--- src/rtl/trap_ctrl_pkg.sv ---
// Shared constants for the trap controller: exception cause codes and FSM state encoding.
package trap_ctrl_pkg;

  localparam logic [1:0] ILLEGAL_IR          = 2'd0;
  localparam logic [1:0] I_ADDR_MISALIGNMENT = 2'd1;
  localparam logic [1:0] ECALL               = 2'd2;

  typedef enum logic [1:0] {
    IDLE   = 2'd0,
    COMMIT = 2'd1,
    FLUSH  = 2'd2
  } state_e;

endpackage

--- src/rtl/trap_prio_enc.sv ---
// Combinational priority encoder for IF/ID trap requests; the ID instruction is older, so it wins.
module trap_prio_enc
  import trap_ctrl_pkg::*;
(
  input  logic        if_misalign,
  input  logic [31:0] if_pc,
  input  logic [31:0] if_target,
  input  logic        id_illegal,
  input  logic        id_ecall,
  input  logic        id_mret,
  input  logic [31:0] id_pc,
  input  logic [31:0] id_ir,
  output logic        req_valid_o,
  output logic        is_mret_req_o,
  output logic [1:0]  cause_o,
  output logic [31:0] pc_o,
  output logic [31:0] tval_o
);

  always_comb begin
    req_valid_o   = 1'b0;
    is_mret_req_o = 1'b0;
    cause_o       = ILLEGAL_IR;
    pc_o          = 32'h0;
    tval_o        = 32'h0;
    if (id_illegal) begin
      req_valid_o = 1'b1;
      cause_o     = ILLEGAL_IR;
      pc_o        = id_pc;
      tval_o      = id_ir;
    end else if (id_ecall) begin
      req_valid_o = 1'b1;
      cause_o     = ECALL;
      pc_o        = id_pc;
    end else if (id_mret) begin
      req_valid_o   = 1'b1;
      is_mret_req_o = 1'b1;
      pc_o          = id_pc;
    end else if (if_misalign) begin
      req_valid_o = 1'b1;
      cause_o     = I_ADDR_MISALIGNMENT;
      pc_o        = if_pc;
      tval_o      = if_target;
    end
  end

endmodule

--- src/rtl/trap_ctrl.sv ---
// Trap/MRET sequencer: commit pulse to the CSR file, pipeline flush window, then one PC redirect.
module trap_ctrl
  import trap_ctrl_pkg::*;
#(
  parameter int unsigned FLUSH_CYCLES = 2
) (
  input  logic        clk,
  input  logic        rst_n,
  input  logic        if_misalign,
  input  logic [31:0] if_pc,
  input  logic [31:0] if_target,
  input  logic        id_illegal,
  input  logic        id_ecall,
  input  logic        id_mret,
  input  logic [31:0] id_pc,
  input  logic [31:0] id_ir,
  input  logic [31:0] trap_vector_addr,
  input  logic [31:0] mepc,
  output logic        e_raised,
  output logic [1:0]  e_cause,
  output logic [31:0] e_pc,
  output logic [31:0] e_tval,
  output logic        is_mret,
  output logic        flush_n,
  output logic        redirect_valid,
  output logic [31:0] redirect_pc,
  output logic        busy
);

  localparam logic [3:0] FLUSH_INIT = 4'(FLUSH_CYCLES - 1);

  logic        req_valid;
  logic        is_mret_req;
  logic [1:0]  req_cause;
  logic [31:0] req_pc;
  logic [31:0] req_tval;

  state_e      state_q;
  logic [3:0]  cnt_q;
  logic        e_raised_q;
  logic        is_mret_q;
  logic        redirect_valid_q;
  logic        busy_q;
  logic        flush_n_q;
  logic [1:0]  e_cause_q;
  logic [31:0] e_pc_q;
  logic [31:0] e_tval_q;
  logic [31:0] redirect_pc_q;

  trap_prio_enc u_prio_enc (
    .if_misalign   (if_misalign),
    .if_pc         (if_pc),
    .if_target     (if_target),
    .id_illegal    (id_illegal),
    .id_ecall      (id_ecall),
    .id_mret       (id_mret),
    .id_pc         (id_pc),
    .id_ir         (id_ir),
    .req_valid_o   (req_valid),
    .is_mret_req_o (is_mret_req),
    .cause_o       (req_cause),
    .pc_o          (req_pc),
    .tval_o        (req_tval)
  );

  // Redirect target is captured at the IDLE sample so CSR writes during COMMIT cannot disturb it.
  always_ff @(posedge clk or negedge rst_n) begin
    if (!rst_n) begin
      state_q          <= IDLE;
      cnt_q            <= 4'h0;
      e_raised_q       <= 1'b0;
      is_mret_q        <= 1'b0;
      redirect_valid_q <= 1'b0;
      busy_q           <= 1'b0;
      flush_n_q        <= 1'b1;
      e_cause_q        <= ILLEGAL_IR;
      e_pc_q           <= 32'h0;
      e_tval_q         <= 32'h0;
      redirect_pc_q    <= 32'h0;
    end else begin
      e_raised_q       <= 1'b0;
      is_mret_q        <= 1'b0;
      redirect_valid_q <= 1'b0;
      case (state_q)
        IDLE: begin
          if (req_valid) begin
            state_q       <= COMMIT;
            busy_q        <= 1'b1;
            flush_n_q     <= 1'b0;
            redirect_pc_q <= is_mret_req ? mepc : trap_vector_addr;
            if (is_mret_req) begin
              is_mret_q <= 1'b1;
            end else begin
              e_raised_q <= 1'b1;
              e_cause_q  <= req_cause;
              e_pc_q     <= req_pc;
              e_tval_q   <= req_tval;
            end
          end
        end
        COMMIT: begin
          state_q          <= FLUSH;
          cnt_q            <= FLUSH_INIT;
          redirect_valid_q <= (FLUSH_INIT == 4'h0);
        end
        FLUSH: begin
          if (cnt_q == 4'h0) begin
            state_q   <= IDLE;
            busy_q    <= 1'b0;
            flush_n_q <= 1'b1;
          end else begin
            cnt_q            <= cnt_q - 4'h1;
            redirect_valid_q <= (cnt_q == 4'h1);
          end
        end
        default: state_q <= IDLE;
      endcase
    end
  end

  assign e_raised       = e_raised_q;
  assign e_cause        = e_cause_q;
  assign e_pc           = e_pc_q;
  assign e_tval         = e_tval_q;
  assign is_mret        = is_mret_q;
  assign flush_n        = flush_n_q;
  assign redirect_valid = redirect_valid_q;
  assign redirect_pc    = redirect_pc_q;
  assign busy           = busy_q;

endmodule

--- config.mk ---
export PLATFORM = sky130hd
export DESIGN_NAME = trap_ctrl
export DESIGN_NICKNAME = d
export VERILOG_FILES = /design/src/rtl/trap_ctrl_pkg.sv /design/src/rtl/trap_prio_enc.sv /design/src/rtl/trap_ctrl.sv
export SDC_FILE = /design/constraint.sdc
export NUM_CORES = 1
export LEC_CHECK = 0
export ABC_AREA = 0
export CAP_MARGIN = 10
export CORE_UTILIZATION = 30
export DETAILED_ROUTE_END_ITERATION = 8
export SLEW_MARGIN = 20
export SYNTH_ARGS = -nofsm -noshare
export SYNTH_HDL_FRONTEND = slang
export SYNTH_SLANG_ARGS = --single-unit
--- constraint.sdc ---
create_clock -name clk -period 2.57 [get_ports clk]
set_clock_uncertainty 0.2 [all_clocks]
set_input_delay 0.514 -clock clk [delete_from_list [all_inputs] [get_ports clk]]
set_output_delay 0.514 -clock clk [all_outputs]
set_load 0.02 [all_outputs]
==> out/summary.txt <==
WL per Instance - 17.9 microns
num rows - 49
GRT overflow - 0
gpl congestion - 0.830
R2R setup slack - 0.57 ns
clock buffer depth - 2
failing checks - DRC
CP Data Arrival Time - 2.30 ns
Critical Path Sink Type - flop
Fmax - 0.441 GHz
Filler Cells Inserted - 1550
# diodes - 0
first-pass GRT wire length - 27.6 mm
post-CTS setup buffer count - 0
leading cell type in the layout, fill and taps excluded - clkdlybuf4s50_1
clock sink count - 109
clk_lat worst skew - 0.35 ns
die width - 138 microns
cell count after synthesis - 447
dpl hpwl - 12.8 mm
average vias per placed instance - 4.82
Global Route Usage Sum - 18.5%
synthesized area - 5590 sq um
kind of critical path - in -> reg
minimum hold slack - 0.0331 ns
die area - 19200 sq um
share of cells above drive strength 1 - 22.5%
R2R Path Start - state_q[1]
routed wire length - 17.4 mm
CTS Hold Bufs - 0
Final ANT Viol Nets - 0
# DRC - 34
largest net degree at the start of global routing - 110
Final Hold Viols - 0
final net count - 934
drt initial violations - 181
CTS Buf Count - 9
Net Count, Synth - 648
Worst setup startpoint - id_ecall
Synth cell types - 35
Boundary Pins - 301
worst slew pin tran - 0.603 ns
number of global-route vias before repair - 5070
Final setup viols - 0
Syn Area/Cell - 12.5 sq um
Pre-antenna DRT Iters - 7
P per Cell Area - 1080 nW/um^2
Tightest Hold Check Type - in -> async
CP max FO - 33
Finished Layout Cells - 967
H-tree depth - 3
Tcrit/Tclk final - 88.1%
crit path time final - 2.27 ns
I/O Buffers - 300
startpoint types - primary input
Worst VDD drop - 0.507 mV
FF+latch count, synth - 109
Setup TNS - 0 ns
Chip Height - 138 microns
Inst Count DP - 951
most frequent cells in the layout - clkdlybuf4s50_1 (298), dfrtp_1 (108), mux2_2 (101), nand2_1 (36), o21ai_0 (35)
max-slew violations - 0
clock root cell - clkbuf_16
Worst Path Required - 2.60 ns
Worst slew margin - 59.8%
clock transition at the registers of the reported paths - 0.08 ns
outcome - complete, but fails checks
P_leak - 3.77 nW
YS warnings - 0
RSZ-0062 raised after global routing - no
Post-CTS Resized - 0
maxcap violations - 0
Area Overhead vs Synth - 64.6%
Starting Density - 30.9%
core region area - 18100 sq um
CTS tree - yes
vias - 4659
antenna violations before repair - 0
Seq/Total Area, Yosys - 48.8%
-- cell families after synthesis --
kind of cell             count (synthesis)  synth area share, %
buffers and inverters                   45                 4.43
AO/OA/AOI/OAI                          105                 13.2
flip-flops                             109                 48.8
AND/OR/NAND/NOR                         53                 4.50
adder cells (fa/ha/maj)                  3                0.672
multiplexers                           132                 28.3
-- cells in the mapped netlist --
cell,number,area [sq um]
a22oi_1,1,7.51
and3_1,1,6.26
nor3_1,1,5.00
dfrtp_1,108,2700
buf_1,4,15.0
mux2i_1,4,40.0
a21boi_1,1,7.51
a21o_1,1,7.51
ha_1,3,37.5
inv_1,5,18.8
nand2_1,36,135
buf_8,1,15.0
mux2_2,101,1140
nand3_1,3,15.0
nor2_1,3,11.3
buf_12,2,40.0
nor3b_2,1,12.5
nor2b_1,1,6.26
a22o_1,32,280
a21boi_0,1,7.51
or3b_2,1,8.76
nand2b_1,2,12.5
nor4b_2,1,15.0
mux2_4,27,405
a21oi_1,1,5.00
o21a_1,1,7.51
clkbuf_1,17,63.8
dfstp_2,1,26.3
o31ai_1,32,240
o21ai_0,35,175
or3_4,1,11.3
and2_1,2,12.5
buf_6,2,22.5
buf_2,13,65.1
buf_4,1,7.51
-- flip-flops by register name (all words and copies together), names as in the netlist --
register / cells
e_raised: 1
flush_n: 1
state_q: 2
e_pc: 32
cnt_q: 4
redirect_pc: 32
e_tval: 32
is_mret: 1
busy: 1
redirect_valid: 1
e_cause: 2
-- metrics by stage --
step	cell area (sq um)	power [mW]	util [%]	setup WS, ns
2_1_floorplan	5590	5.99	-	0.426
3_3_place_gp	8880	8.42	49.1	-0.0522
3_5_place_dp	8880	8.48	49.1	-0.0769
4_1_cts	9200	10.0	50.8	0.297
5_1_grt	9200	10.5	50.8	0.233
6_report	9200	9.91	50.8	0.305
-- worst paths after layout --
check | depth (start not counted) | to
setup / recovery | 5 | redirect_pc[12]
hold / removal | 2 | redirect_pc[0]
setup reg to reg | 4 | e_tval[21]
hold reg to reg | 2 | flush_n
max in group asynchronous | 2 | e_pc[5]
min in group clk | 2 | flush_n
-- worst max-delay path: stages --
cell             delay (ns)
clkdlybuf4s50_1        0.57
nor3b_4                0.32
buf_12                 0.24
mux2_2                 0.37
mux2_4                 0.25
-- report_power, final --
| part | internal (mW) | leakage (nW) | total, mW | switching, mW |
|---|---|---|---|---|
| sequential | 2.58 | 1.32 | 3.06 | 0.475 |
| combinational | 2.98 | 2.30 | 5.35 | 2.38 |
| clock | 0.860 | 0.146 | 1.50 | 0.642 |
| total | 6.42 | 3.77 | 9.91 | 3.49 |
-- final cells by class --
| cell class | instances | area (sq um) | share of cell area (%) |
|---|---|---|---|
| Clock inverter | 5 | 83.8 | 0.912 |
| Timing Repair Buffer | 315 | 3210 | 34.9 |
| Inverter | 5 | 18.8 | 0.204 |
| Sequential cell | 109 | 2730 | 29.7 |
| Tap cell | 229 | 287 | 3.12 |
| Clock buffer | 11 | 233 | 2.53 |
| Multi-Input combinational cell | 293 | 2640 | 28.7 |
-- per-layer routing --
| layer | share of wire, % | GRT usage (%) | vias up |
|---|---|---|---|
| met2 | 51 | 32.8 | 191 |
| met1 | 39 | 20.9 | 2241 |
| li1 | - | - | 2207 |
| met4 | 2.0 | 6.39 | 0 |
| met5 | 0 | 0 | - |
| met3 | 8.2 | 5.78 | 20 |
Note: power is estimated with default switching activity, not from simulation.
